<file path="config.mk">
export PLATFORM = sky130hd
export DESIGN_NAME = spi_slave_ctrl
export DESIGN_NICKNAME = d
export VERILOG_FILES = /design/src/rtl/spi_pkg.sv /design/src/rtl/spi_tx_piso.sv /design/src/rtl/spi_slave_ctrl.sv
export SDC_FILE = /design/constraint.sdc
export NUM_CORES = 1
export LEC_CHECK = 0
export ABC_AREA = 1
export CAP_MARGIN = 20
export CORE_ASPECT_RATIO = 0.5
export CORE_MARGIN = 2
export CORE_UTILIZATION = 58
export DETAILED_ROUTE_END_ITERATION = 12
export GPL_TIMING_DRIVEN = 1
export MAX_ROUTING_LAYER = met4
export PLACE_DENSITY = 0.83
export SLEW_MARGIN = 20
export SYNTH_ARGS = -nofsm -noshare
export SYNTH_HDL_FRONTEND = slang
export SYNTH_SLANG_ARGS = --single-unit
</file>
<file path="constraint.sdc">
create_clock -name clk -period 4.1 [get_ports clk]
set_clock_uncertainty 0.1 [all_clocks]
set_input_delay 1.025 -clock clk [delete_from_list [all_inputs] [get_ports clk]]
set_output_delay 1.025 -clock clk [all_outputs]
set_load 0.005 [all_outputs]
</file>
<file path="src/rtl/spi_pkg.sv">
// Shared types for the SPI slave controller: FSM state encoding and frame command codes.
// Latency: n/a (package only).
// Backpressure: n/a (package only).
package spi_pkg;

    // Controller states. IDLE waits for slave select. CHK_CMD samples the command MSB.
    // The remaining states shift in the rest of the frame.
    typedef enum logic [2:0] {
        IDLE      = 3'd0,
        CHK_CMD   = 3'd1,
        WRITE     = 3'd2,
        READ_ADD  = 3'd3,
        READ_DATA = 3'd4
    } state_t;

    // Two-bit command in rx_data[ADDR_SIZE+1:ADDR_SIZE]
    localparam logic [1:0] CMD_WR_ADDR = 2'b00;
    localparam logic [1:0] CMD_WR_DATA = 2'b01;
    localparam logic [1:0] CMD_RD_ADDR = 2'b10;
    localparam logic [1:0] CMD_RD_DATA = 2'b11;

    // The command MSB alone selects write vs. read. A read is treated as a data read
    // only when an address read has already been seen; otherwise it is an address read.
    function automatic state_t cmd_state(input logic cmd_msb, input logic rd_addr_seen);
        if (!cmd_msb) begin
            return WRITE;
        end
        return rd_addr_seen ? READ_DATA : READ_ADD;
    endfunction

endpackage

</file>
<file path="src/rtl/spi_tx_piso.sv">
// Parallel-in serial-out register that drives read data onto MISO, MSB first.
// Latency: the first bit appears on sout in the cycle after load; one bit per cycle, WIDTH cycles in total.
// Backpressure: none; clear and rst_n abort a shift-out immediately and force sout low.
//
// Ports: clk, rst_n (sync, active-low), clear (sync abort), load + din (parallel word),
//        sout (registered serial out, 0 when idle), last (high during the final bit cycle).
module spi_tx_piso #(
    parameter int WIDTH = 8
) (
    input  logic             clk,
    input  logic             rst_n,
    input  logic             clear,
    input  logic             load,
    input  logic [WIDTH-1:0] din,
    output logic             sout,
    output logic             last
);

    localparam int CNT_W = $clog2(WIDTH + 1);

    logic [WIDTH-1:0] sr_q;    // bits still to be shifted out, next bit at the MSB
    logic [CNT_W-1:0] left_q;  // bits remaining after the one currently on sout
    logic             busy_q;

    always_ff @(posedge clk) begin
        if (!rst_n || clear) begin
            sr_q   <= '0;
            left_q <= '0;
            busy_q <= 1'b0;
            sout   <= 1'b0;
        end else if (load) begin
            // The MSB goes straight to the output register, so it appears in the next cycle.
            sout   <= din[WIDTH-1];
            sr_q   <= {din[WIDTH-2:0], 1'b0};
            left_q <= CNT_W'(WIDTH - 1);
            busy_q <= 1'b1;
        end else if (busy_q) begin
            if (left_q != '0) begin
                sout   <= sr_q[WIDTH-1];
                sr_q   <= {sr_q[WIDTH-2:0], 1'b0};
                left_q <= left_q - CNT_W'(1);
            end else begin
                sout   <= 1'b0;
                busy_q <= 1'b0;
            end
        end
    end

    // The bit on sout this cycle is the final one.
    assign last = busy_q && (left_q == '0);

endmodule

</file>
<file path="src/rtl/spi_slave_ctrl.sv">
// SPI slave frame decoder: shifts in ADDR_SIZE+2-bit command frames and serialises memory read data onto MISO.
// Latency: rx_valid pulses for one cycle after the edge that samples the last frame bit; MISO starts one cycle after tx_valid is latched.
// Backpressure: none on MOSI; read data waits indefinitely for tx_valid; SS_n=1 aborts everything except rd_addr_seen.
//
// Ports: clk, rst_n (sync, active-low), SS_n (frame select), MOSI/MISO (serial, MSB first),
//        rx_data/rx_valid (received frame + strobe), tx_data/tx_valid (memory read data).
module spi_slave_ctrl
    import spi_pkg::*;
#(
    parameter int ADDR_SIZE = 8
) (
    input  logic                 clk,
    input  logic                 rst_n,
    input  logic                 SS_n,
    input  logic                 MOSI,
    output logic                 MISO,
    output logic [ADDR_SIZE+1:0] rx_data,
    output logic                 rx_valid,
    input  logic [ADDR_SIZE-1:0] tx_data,
    input  logic                 tx_valid
);

    localparam int W     = ADDR_SIZE + 2;
    localparam int CNT_W = $clog2(W);
    // After CHK_CMD the counter runs 0..ADDR_SIZE. The count ADDR_SIZE samples bit 0.
    localparam logic [CNT_W-1:0] LAST_CNT = CNT_W'(ADDR_SIZE);

    state_t         state_q;
    logic [CNT_W-1:0] cnt_q;
    logic [W-2:0]   shift_q;        // bits received so far, excluding the one being sampled
    logic           frame_done_q;   // frame complete; hold quietly until SS_n rises
    logic           rd_addr_seen_q;
    logic           rd_wait_q;      // READ_DATA frame done, tx_valid not yet latched

    logic           last_bit;
    logic           piso_load;
    logic           piso_last;

    assign last_bit  = (cnt_q == LAST_CNT);
    assign piso_load = !SS_n && (state_q == READ_DATA) && rd_wait_q && tx_valid;

    always_ff @(posedge clk) begin
        if (!rst_n) begin
            state_q        <= IDLE;
            cnt_q          <= '0;
            shift_q        <= '0;
            frame_done_q   <= 1'b0;
            rd_addr_seen_q <= 1'b0;
            rd_wait_q      <= 1'b0;
            rx_data        <= '0;
            rx_valid       <= 1'b0;
        end else begin
            rx_valid <= 1'b0;
            if (SS_n) begin
                // Abort. A partial frame never strobes. The read-address context survives.
                state_q      <= IDLE;
                cnt_q        <= '0;
                shift_q      <= '0;
                frame_done_q <= 1'b0;
                rd_wait_q    <= 1'b0;
            end else begin
                case (state_q)
                    IDLE: begin
                        state_q      <= CHK_CMD;
                        cnt_q        <= '0;
                        frame_done_q <= 1'b0;
                    end
                    CHK_CMD: begin
                        shift_q <= {{(W-2){1'b0}}, MOSI};
                        cnt_q   <= '0;
                        state_q <= cmd_state(MOSI, rd_addr_seen_q);
                    end
                    WRITE, READ_ADD, READ_DATA: begin
                        if (!frame_done_q) begin
                            shift_q <= {shift_q[W-3:0], MOSI};
                            cnt_q   <= cnt_q + CNT_W'(1);
                            if (last_bit) begin
                                rx_data      <= {shift_q, MOSI};
                                rx_valid     <= 1'b1;
                                frame_done_q <= 1'b1;
                                if (state_q == READ_ADD) begin
                                    rd_addr_seen_q <= 1'b1;
                                end
                                if (state_q == READ_DATA) begin
                                    rd_wait_q <= 1'b1;
                                end
                            end
                        end
                    end
                    default: state_q <= IDLE;
                endcase

                // Only one latch is allowed per read. Later tx_valid pulses are ignored.
                if (piso_load) begin
                    rd_wait_q <= 1'b0;
                end
                // The read sequence closes once the final MISO bit has been presented.
                if (piso_last) begin
                    rd_addr_seen_q <= 1'b0;
                end
            end
        end
    end

    spi_tx_piso #(
        .WIDTH (ADDR_SIZE)
    ) u_tx_piso (
        .clk   (clk),
        .rst_n (rst_n),
        .clear (SS_n),
        .load  (piso_load),
        .din   (tx_data),
        .sout  (MISO),
        .last  (piso_last)
    );

endmodule

</file>
==> out/qor.json <==
{
  "status": {"value": "finished with violations"},
  "violations": {"value": "design-rule violations"},
  "crit_path_max_fanout": {"value": 18},
  "cp_arrival": {"value": 2740, "unit": "ps"},
  "max_freq": {"value": 0.3813, "unit": "GHz"},
  "ctsHtreeMaxLevel": {"value": 2},
  "synth_cell_type_count": {"value": 30},
  "finalHoldViolations": {"value": 0},
  "worst_r2r_endpoint": {"value": "u_tx_piso.sr_q[5]$_SDFFE_PP0P_"},
  "rr_startpoint": {"value": "u_tx_piso.left_q[0]$_SDFFE_PP0P_"},
  "detailedRoute.firstPassIterationCount": {"value": 9},
  "post-layout-total-power": {"value": 0.0008117, "unit": "W"},
  "drv_slew": {"value": 0},
  "avgSynthCellArea": {"value": 7.148, "unit": "sq um"},
  "post_route_cells_drive_above_1_share": {"value": 7.718, "unit": "%"},
  "ys.warnings.count": {"value": 0},
  "synth.top_cells.by_area": {"value": "sky130_fd_sc_hd__dfxtp_1 (44%), sky130_fd_sc_hd__nor2_1 (11%), sky130_fd_sc_hd__o21ai_0 (7.5%)"},
  "die_w": {"value": 85.88, "unit": "um"},
  "netlist.area_leader.share": {"value": 44.27, "unit": "%"},
  "ys_seq_area_share": {"value": 44.27, "unit": "%"},
  "tritoncts_sinks": {"value": 43},
  "core_area": {"value": 3100, "unit": "sq um"},
  "grt_pass1_vias": {"value": 1457},
  "cts_tree": {"value": "yes"},
  "synthCells": {"value": 272},
  "grt_max_degree": {"value": 19},
  "share_seq_of_total_power": {"value": 52.5, "unit": "%"},
  "ctsHoldBuffers": {"value": 0},
  "ctsResizeCount": {"value": 0},
  "power.share.switching": {"value": 21.34, "unit": "%"},
  "grt_util_all_layers": {"value": 21.85, "unit": "%"},
  "maxCapViolCount": {"value": 0},
  "synth.net_count": {"value": 288},
  "worst_setup_path_endpoint": {"value": "u_tx_piso.left_q[0]$_SDFFE_PP0P_"},
  "regToRegSetupSlack": {"value": 2420, "unit": "ps"},
  "clock_insertion_delay_at_the_later_pin_of_the_skew_report": {"value": 290, "unit": "ps"},
  "tns": {"value": 0, "unit": "ps"},
  "ys_ff_latch": {"value": 43},
  "n_antenna_cell": {"value": 0},
  "overflow_after_grt": {"value": 0},
  "layout-area-overhead-vs-synth": {"value": 18.92, "unit": "%"},
  "rsz0062_at_grt": {"value": "false"},
  "max-slew-margin-rel": {"value": 69.29, "unit": "%"},
  "cellLeakagePower": {"value": 0.8952, "unit": "nW"},
  "period_minus_slack": {"value": 2623, "unit": "ps"},
  "max_slew.worst_pin.slew": {"value": 459.3, "unit": "ps"},
  "cts.root.buffer_cell": {"value": "sky130_fd_sc_hd__clkbuf_8"},
  "worst-setup-path-type": {"value": "input pin to register"},
  "setup_viol": {"value": 0},
  "critical_path_required": {"value": 4220, "unit": "ps"},
  "share_comb_of_total_power": {"value": 5.9, "unit": "%"},
  "post-cts-setup-buffer-count": {"value": 0},
  "power_per_cell_area": {"value": 351.0, "unit": "nW/um^2"},
  "final.fill_count": {"value": 244},
  "synth_top_cell_by_area": {"value": "sky130_fd_sc_hd__dfxtp_1"},
  "timing.critical_path.mode_cell": {"value": "sky130_fd_sc_hd__inv_1"},
  "detailedRoute.firstIterationViolations": {"value": 91},
  "critPathLaunchType": {"value": "input pin"},
  "fp-row-count": {"value": 14},
  "drt-wirelength-per-cell": {"value": 11.46, "unit": "um"},
  "switching_power": {"value": 0.0001733, "unit": "W"},
  "timing.critical_path.to_type": {"value": "register"},
  "critPathMaxStageDelay": {"value": 750, "unit": "ps"},
  "setup.worst_path.start": {"value": "rst_n"},
  "most_frequent_cells_in_the_layout": {"value": "sky130_fd_sc_hd__nor2_1 (56), sky130_fd_sc_hd__dfxtp_1 (43), sky130_fd_sc_hd__inv_1 (37), sky130_fd_sc_hd__nand2_1 (34), sky130_fd_sc_hd__o21ai_0 (29)"},
  "grt_pass1_wl": {"value": 6327, "unit": "um"},
  "cts-root-to-sink-buffers": {"value": 2},
  "numPortBuffers": {"value": 24},
  "final_min_period_over_clock_period": {"value": 63.97, "unit": "%"},
  "drt-vias-per-instance": {"value": 5.201},
  "path_depth": {"value": 5},
  "worst-path-buf-inv": {"value": 3},
  "layout.cells.most_common": {"value": "sky130_fd_sc_hd__nor2_1"},
  "intPower": {"value": 0.0006384, "unit": "W"},
  "post-dp-hpwl": {"value": 2759, "unit": "um"},
  "post-route-drc-count": {"value": 3},
  "clock_power_share": {"value": 41.6, "unit": "%"},
  "netlist_area_before_placement": {"value": 1944, "unit": "sq um"},
  "final_nets": {"value": 313},
  "detail-route-antenna-nets": {"value": 0},
  "clk_transition_reported_paths": {"value": 80, "unit": "ps"},
  "holdCritPathClass": {"value": "register to register"},
  "family_of_cells_with_the_greatest_summed_delay_on_the_critical_path": {"value": "buffers and inverters"},
  "boundary_pins": {"value": 25},
  "via_count": {"value": 1758},
  "number_of_antenna_violations_at_the_first_check_in_global_routing": {"value": 0},
  "design.die.area": {"value": 3859, "unit": "sq um"},
  "die_h": {"value": 44.94, "unit": "um"},
  "routed_wirelength": {"value": 3875, "unit": "um"},
  "initial_core_util": {"value": 62.71, "unit": "%"},
  "worst_path_max_delay_cell": {"value": "sky130_fd_sc_hd__clkdlybuf4s50_1"},
  "r2r.worst_path.cells": {"value": 8},
  "irDropWorstVdd": {"value": 239.1, "unit": "uV"},
  "cts-buffers-inserted": {"value": 5},
  "cp_cell_sequence": {"value": "clkdlybuf4s50_1 -> inv_1 -> nor2_4 -> inv_1 -> a31oi_1"},
  "gp_routability_congestion": {"value": 0.8372}
}
routing by layer:
layer | wire length, um | GRT usage [%] | vias up
met5 | 0 | - | -
met1 | 1896 | 27.94 | 786
met4 | 16 | 5.714 | 0
met3 | 220 | 6.033 | 4
li1 | - | - | 914
met2 | 1742 | 34.88 | 54
synthesized netlist by cell type, drive strengths merged:
cell type / instances
inv: 40
nor3: 1
nand2: 40
a31oi: 1
nand3b: 1
a22oi: 2
nand3: 26
clkinv: 1
xor2: 1
buf: 3
ha: 3
o31ai: 1
clkbuf: 3
o21ai: 30
nand4: 2
a21oi: 14
nor2: 59
dfxtp: 43
o211ai: 1
area by class of cell:
| type | count | area, sq um | share of cell area, % |
|---|---|---|---|
| Inverter | 41 | 157.7 | 6.818 |
| Multi-Input combinational cell | 182 | 885.9 | 38.31 |
| Clock inverter | 2 | 35.03 | 1.515 |
| Timing Repair Buffer | 24 | 240.2 | 10.39 |
| Sequential cell | 43 | 860.8 | 37.23 |
| Tap cell | 40 | 50.05 | 2.164 |
| Clock buffer | 6 | 82.58 | 3.571 |
cell families after synthesis:
kind of cell,count (synthesis),share of synthesized area [%]
AND/OR/NAND/NOR,129,29.79
AO/OA/AOI/OAI,49,13.38
buffers and inverters,47,10.17
flip-flops,43,44.27
adder cells (fa/ha/maj),3,1.931
XOR/XNOR,1,0.4505
tightest hold or removal path: cells and delay by family, from the launching register on:
family | cells | cell delay (ps)
flip-flops | 1 | 310
AND/OR/NAND/NOR | 1 | 60
AO/OA/AOI/OAI | 1 | 50
flip-flops by register name, summed over array words and instances (netlist names):
name	cells
cnt_q	4
frame_done_q	1
rd_addr_seen_q	1
rd_wait_q	1
rx_data	10
rx_valid	1
shift_q	9
state_q	3
u_tx_piso.busy_q	1
u_tx_piso.left_q	4
u_tx_piso.sout	1
u_tx_piso.sr_q	7
power by group through the flow:
stage	combinational, W	clock, W	sequential (W)
CTS	0.0000480	0.000342	0.000426
global placement	0.0000463	0	0.000435
finish	0.0000481	0.000338	0.000426
global route	0.0000540	0.000363	0.000427
floorplan	0.0000284	0	0.000434
detailed placement	0.0000475	0	0.000435
per-stage QoR:
stage | utilization, % | setup WS [ps] | instance area [sq um] | hold slack [ps] | std cells
floorplan | - | 2202 | 1944 | 339.5 | 272
global placement | 70.78 | 1260 | 2195 | 351.0 | 330
detailed placement | 70.78 | 1208 | 2195 | 354.8 | 330
CTS | 74.58 | 1495 | 2312 | 365.2 | 338
global route | 74.58 | 1352 | 2312 | 385.8 | 338
finish | 74.58 | 1477 | 2312 | 364.9 | 338
worst min path at each step:
stage,from,end,slack [ps],depth (start not counted)
finish,u_tx_piso.sr_q[1]$_SDFFE_PP0P_,u_tx_piso.sr_q[1]$_SDFFE_PP0P_,360,2
floorplan,u_tx_piso.sr_q[1]$_SDFFE_PP0P_,u_tx_piso.sr_q[1]$_SDFFE_PP0P_,340,2
detailed placement,u_tx_piso.sr_q[1]$_SDFFE_PP0P_,u_tx_piso.sr_q[1]$_SDFFE_PP0P_,350,2
global placement,u_tx_piso.sr_q[1]$_SDFFE_PP0P_,u_tx_piso.sr_q[1]$_SDFFE_PP0P_,350,2
CTS,u_tx_piso.sr_q[1]$_SDFFE_PP0P_,u_tx_piso.sr_q[1]$_SDFFE_PP0P_,370,2
global route,u_tx_piso.sr_q[1]$_SDFFE_PP0P_,u_tx_piso.sr_q[1]$_SDFFE_PP0P_,390,2
No activity file was read; power rests on OpenSTA's default activity.
